**src/rtl/mic_trigger_ctrl.sv**
```systemverilog
// Run-control sequencer for the PDM mic chain: gates the chain, discards CIC
// settling samples after start, qualifies threshold crossings as events.
module mic_trigger_ctrl #(
  parameter int unsigned W_LVL = 16,
  parameter int unsigned W_CNT = 16,
  parameter int unsigned W_HIT = 8
) (
  input  logic             clk_i,
  input  logic             reset_i,
  input  logic             cmd_start_i,
  input  logic             cmd_stop_i,
  input  logic             clr_event_i,
  input  logic [W_CNT-1:0] cfg_warmup_i,
  input  logic [W_HIT-1:0] cfg_hold_i,
  input  logic [W_CNT-1:0] cfg_holdoff_i,
  input  logic             pcm_valid_i,
  input  logic [W_LVL-1:0] level_i,
  input  logic             above_thresh_i,
  input  logic             level_ready_i,
  output logic             mic_en_o,
  output logic [1:0]       state_o,
  output logic             trig_pulse_o,
  output logic [W_CNT-1:0] trig_count_o,
  output logic [W_LVL-1:0] peak_level_o,
  output logic             event_sticky_o
);

  typedef enum logic [1:0] {
    StIdle    = 2'd0,
    StWarmup  = 2'd1,
    StArmed   = 2'd2,
    StHoldoff = 2'd3
  } state_e;

  state_e           state_q, state_d;
  logic             mic_en_q, mic_en_d;
  logic             trig_pulse_q, trig_pulse_d;
  logic [W_CNT-1:0] trig_count_q, trig_count_d;
  logic [W_LVL-1:0] peak_q, peak_d;
  logic             sticky_q, sticky_d;
  logic [W_CNT-1:0] warm_cnt_q, warm_cnt_d;
  logic [W_HIT-1:0] hit_cnt_q, hit_cnt_d;
  logic [W_CNT-1:0] hold_cnt_q, hold_cnt_d;

  // One extra bit so hit_cnt+1 cannot wrap when compared against the hold limit.
  logic [W_HIT:0]   hit_next;
  logic [W_HIT:0]   hold_eff;

  assign hit_next = {1'b0, hit_cnt_q} + 1'b1;
  assign hold_eff = (cfg_hold_i == '0) ? {{W_HIT{1'b0}}, 1'b1} : {1'b0, cfg_hold_i};

  // State and output registers with synchronous reset.
  always_ff @(posedge clk_i) begin
    if (reset_i) begin
      state_q      <= StIdle;
      mic_en_q     <= 1'b0;
      trig_pulse_q <= 1'b0;
      trig_count_q <= '0;
      peak_q       <= '0;
      sticky_q     <= 1'b0;
      warm_cnt_q   <= '0;
      hit_cnt_q    <= '0;
      hold_cnt_q   <= '0;
    end else begin
      state_q      <= state_d;
      mic_en_q     <= mic_en_d;
      trig_pulse_q <= trig_pulse_d;
      trig_count_q <= trig_count_d;
      peak_q       <= peak_d;
      sticky_q     <= sticky_d;
      warm_cnt_q   <= warm_cnt_d;
      hit_cnt_q    <= hit_cnt_d;
      hold_cnt_q   <= hold_cnt_d;
    end
  end

  // Next-state logic: stop overrides everything, event set overrides clear.
  always_comb begin
    state_d      = state_q;
    trig_pulse_d = 1'b0;
    trig_count_d = trig_count_q;
    peak_d       = peak_q;
    sticky_d     = sticky_q;
    warm_cnt_d   = warm_cnt_q;
    hit_cnt_d    = hit_cnt_q;
    hold_cnt_d   = hold_cnt_q;

    if (clr_event_i) begin
      sticky_d = 1'b0;
    end

    if (cmd_stop_i) begin
      state_d = StIdle;
    end else begin
      // Peak tracks every valid level while the detector output is being watched.
      if (level_ready_i && (state_q == StArmed || state_q == StHoldoff) && level_i > peak_q) begin
        peak_d = level_i;
      end

      unique case (state_q)
        StIdle: begin
          if (cmd_start_i) begin
            state_d      = StWarmup;
            trig_count_d = '0;
            peak_d       = '0;
            warm_cnt_d   = '0;
            hit_cnt_d    = '0;
          end
        end
        StWarmup: begin
          if (cfg_warmup_i == '0) begin
            state_d = StArmed;
          end else if (pcm_valid_i) begin
            warm_cnt_d = warm_cnt_q + 1'b1;
            // >= so a limit lowered below the running count still ends warmup.
            if (warm_cnt_q >= cfg_warmup_i - 1'b1) begin
              state_d = StArmed;
            end
          end
        end
        StArmed: begin
          if (level_ready_i) begin
            if (!above_thresh_i) begin
              hit_cnt_d = '0;
            end else if (hit_next >= hold_eff) begin
              state_d      = StHoldoff;
              trig_pulse_d = 1'b1;
              sticky_d     = 1'b1;
              hit_cnt_d    = '0;
              hold_cnt_d   = cfg_holdoff_i;
              if (trig_count_q != '1) begin
                trig_count_d = trig_count_q + 1'b1;
              end
            end else begin
              hit_cnt_d = hit_cnt_q + 1'b1;
            end
          end
        end
        StHoldoff: begin
          hit_cnt_d = '0;
          if (hold_cnt_q == '0) begin
            state_d = StArmed;
          end else if (level_ready_i) begin
            hold_cnt_d = hold_cnt_q - 1'b1;
          end
        end
        default: state_d = StIdle;
      endcase
    end

    mic_en_d = (state_d != StIdle);
  end

  assign mic_en_o       = mic_en_q;
  assign state_o        = state_q;
  assign trig_pulse_o   = trig_pulse_q;
  assign trig_count_o   = trig_count_q;
  assign peak_level_o   = peak_q;
  assign event_sticky_o = sticky_q;

endmodule

```
**config.mk**
```make
export PLATFORM = sky130hd
export DESIGN_NAME = mic_trigger_ctrl
export DESIGN_NICKNAME = d
export VERILOG_FILES = /design/src/rtl/mic_trigger_ctrl.sv
export SDC_FILE = /design/constraint.sdc
export NUM_CORES = 1
export LEC_CHECK = 0
export BUFFER_PORTS_ARGS = -buffer_cell sky130_fd_sc_hd__clkbuf_2
export CAP_MARGIN = 20
export CORE_MARGIN = 4
export CORE_UTILIZATION = 60
export CTS_CLUSTER_DIAMETER = 60
export DETAILED_ROUTE_END_ITERATION = 8
export PLACE_DENSITY = 0.86
export SLEW_MARGIN = 5
export SYNTH_ARGS = -nofsm -noshare
export SYNTH_HDL_FRONTEND = slang
export SYNTH_SLANG_ARGS = --single-unit
```
**constraint.sdc**
```tcl
create_clock -name clk_i -period 9.1 [get_ports clk_i]
set_clock_uncertainty 0.05 [all_clocks]
set_input_delay 1.82 -clock clk_i [delete_from_list [all_inputs] [get_ports clk_i]]
set_output_delay 1.82 -clock clk_i [all_outputs]
set_load 0.02 [all_outputs]
```
==> results.toml <==
[pwr]
p_total_mw = 0.642
ir_worst_vdd_v = 0.0000926
pwr_density_cell_nw_per_um2 = 112
p_leak_nw = 2.45

[route]
drtAntennaViolNets = 0
routedWlPerCell_um = 15.5
post_drt_via_cell_ratio = 6.10
wl_um = 12700
drc_errors = 0
vias = 4968
dr.pass1.iters = 5
drtIter0Drc = 215

[cts]
clock-root-buffer = "clkbuf_8"
cts-hold-fix-buffers = 0
insertion_delay_ps = 350
clock_sinks = 77
htreeDepth = 3
clkTransAtPathRegs_ps = 80
cts_tree = "yes"
cts_buffers = 9
cts_resized = 0
post_cts_buffers = 0
cts.path.max_buffers = 2

[critical_path]
worstSetupStartpoint = "cfg_warmup_i[3]"
worstSetupEndpointType = "register"
arrival_ps = 4970
critPathCapture = "state_o[0]$_SDFF_PP0_"
r2r_setup_slack_ps = 5640
r2r_cells = 10
critical_path_required_ps = 9270
r2r_end = "hold_cnt_q[15]$_SDFFE_PP0P_"
crit_path_start_kind = "primary input"
reg2reg_from = "hit_cnt_q[2]$_SDFFE_PP0P_"
critPathKind = "in2reg"
worst-path-max-fanout = 4

[finish]
layout_common_cells = "100 x clkbuf_2, 77 x dfxtp_1, 57 x nor2_1"
drive_gt1_frac = 0.180
instances_no_fill = 815
synthToLayoutAreaGrowth_pct = 14.5
num-fill-cells = 677
finalInstanceArea_um2 = 5750
diodes = 0
nets = 814
final_common_cell = "clkbuf_2"

[sta]
relSlewSlack = 0.374
hold_viol = 0
fin_tns_setup_ps = 0
fin_crit_sh = 0.527
finalCriticalPeriod_ps = 4790
setup_violations = 0
rsz0062_at_grt = "no"
worst_pin_slew_ps = 937
clock.fmax_mhz = 209
drv_slew = 0

[synth]
yosysWarnings = 0
synth_area_um2 = 5020
synthArstFlopShare = 0
synth.avg_cell_area_um2 = 8.19
synth_edf_count = 0
ys_seq_area_frac = 0.307
ys_dominant_reg_cell = "dfxtp_1"
post_synth_num_cell_types = 65
synth_area_leaders = "dfxtp_1 31%, ha_1 11%, a21oi_1 4.6%, nor2_1 4.3%, a22o_1 3.7%"
ys_ff_latch = 77
synth_top_area_frac = 0.307
netlist_instances = 613
synth.largest_area_cell = "dfxtp_1"
synth_nets = 722

[run]
drv_cap = 0

[floorplan]
core_um2 = 8180
initial_utilization = 0.614
die_y_um = 99.5
die_w_um = 99.5
ioPinCount = 101
rows = 33
dieArea_um2 = 9890

[grt]
antenna_found_initial = 0
grt_pass1_vias = 4824
grt_pass1_wl_um = 21700
grt_max_degree = 31
grt-ovfl-total = 0
grt_usage = 0.261

[placement]
place_hpwl_um = 9480
place.gp.congestion = 0.857
postPlaceCellArea_um2 = 5570
placedCellCount = 798
portBuffers = 100

[hold_path]
hold_class = "reg2reg"

[outcome]
status = "complete, no violations"
synth_stat cells (all sizes together) (3+ instances only):
| library cell | count |
|---|---|
| nand4 | 15 |
| o311ai | 13 |
| inv | 37 |
| a21o | 4 |
| o21a | 3 |
| o31ai | 14 |
| a22o | 21 |
| a41o | 4 |
| nor2 | 57 |
| nor3 | 19 |
| and4 | 5 |
| xor2 | 18 |
| o21ai | 22 |
| and2 | 5 |
| a31oi | 5 |
| nor3b | 4 |
| nor4 | 8 |
| and3 | 16 |
| ha | 45 |
| xnor2 | 15 |
| clkbuf | 17 |
| or2 | 5 |
| dfxtp | 77 |
| or4 | 6 |
| o22ai | 3 |
| mux2i | 6 |
| a21oi | 47 |
| nand2b | 6 |
| a211oi | 3 |
| nand3 | 23 |
| nand2 | 44 |
| or3 | 10 |
| buf | 5 |
| nor2b | 3 |
flip-flops by register name, summed over array words and instances, names as in the netlist:
name	count
event_sticky_o	1
hit_cnt_q	8
hold_cnt_q	16
mic_en_o	1
peak_level_o	16
state_o	2
trig_count_o	16
trig_pulse_o	1
warm_cnt_q	16
worst min-delay path by stage:
| stage | start | endpoint | slack [ps] | depth (start not counted) |
|---|---|---|---|---|
| 3_3_place_gp | event_sticky_o$_SDFF_PP0_ | event_sticky_o$_SDFF_PP0_ | 410 | 2 |
| 2_1_floorplan | hold_cnt_q[14]$_SDFFE_PP0P_ | hold_cnt_q[14]$_SDFFE_PP0P_ | 420 | 2 |
| 5_1_grt | peak_level_o[4]$_SDFFE_PP0N_ | peak_level_o[4]$_SDFFE_PP0N_ | 470 | 1 |
| 6_report | trig_count_o[10]$_SDFFE_PP0P_ | trig_count_o[10]$_SDFFE_PP0P_ | 450 | 2 |
| 3_5_place_dp | trig_count_o[10]$_SDFFE_PP0P_ | trig_count_o[10]$_SDFFE_PP0P_ | 440 | 2 |
| 4_1_cts | trig_count_o[10]$_SDFFE_PP0P_ | trig_count_o[10]$_SDFFE_PP0P_ | 450 | 2 |
area by class of cell:
class                           instances  area (um2)  area share
Tap cell                              105         131      0.0229
Inverter                               37         139      0.0242
Sequential cell                        77        1540       0.268
Clock buffer                           15         166      0.0290
Clock inverter                          1        5.00    0.000871
Timing Repair Buffer                  103         523      0.0910
Multi-Input combinational cell        477        3240       0.564
critical path, cell delays in order:
cell	delay, ps
clkbuf_2	110
nor3_1	330
and3_1	250
nand2b_1	90
or3_1	410
nor4_1	300
xnor2_1	140
ha_1	330
nand2_1	70
nor2_1	180
nand2_1	80
or4_1	480
a31oi_1	260
a221oi_1	120
layer usage:
metal  track usage  part of all wire  wire length (um)
met3        0.0589             0.068               861
met4        0.0861             0.017               218
met1         0.332              0.44              5510
met5             0                 0                 0
met2         0.437              0.48              6070
metrics by stage:
stage	worst slack (ps)	hold slack, ps	util
2_1_floorplan	4540	415	-
3_3_place_gp	4210	409	0.681
3_5_place_dp	3950	435	0.681
4_1_cts	4310	446	0.702
5_1_grt	4070	468	0.703
6_report	4310	446	0.703
cell families after synthesis:
family / share of synthesized area
DFF: 0.307
and+or+nand+nor: 0.243
AOI/OAI and AO/OA: 0.221
adders and majority gates: 0.112
xor gates and xnor gates: 0.0576
buffers and inverters: 0.0471
muxes: 0.0120
power by group:
group / switching [mW] / internal (mW) / total (mW)
clock network: 0.122 / 0.114 / 0.236
registers: 0.00115 / 0.337 / 0.338
logic: 0.0398 / 0.0282 / 0.0680
total: 0.163 / 0.480 / 0.642
No activity file was read; power rests on OpenSTA's default activity.
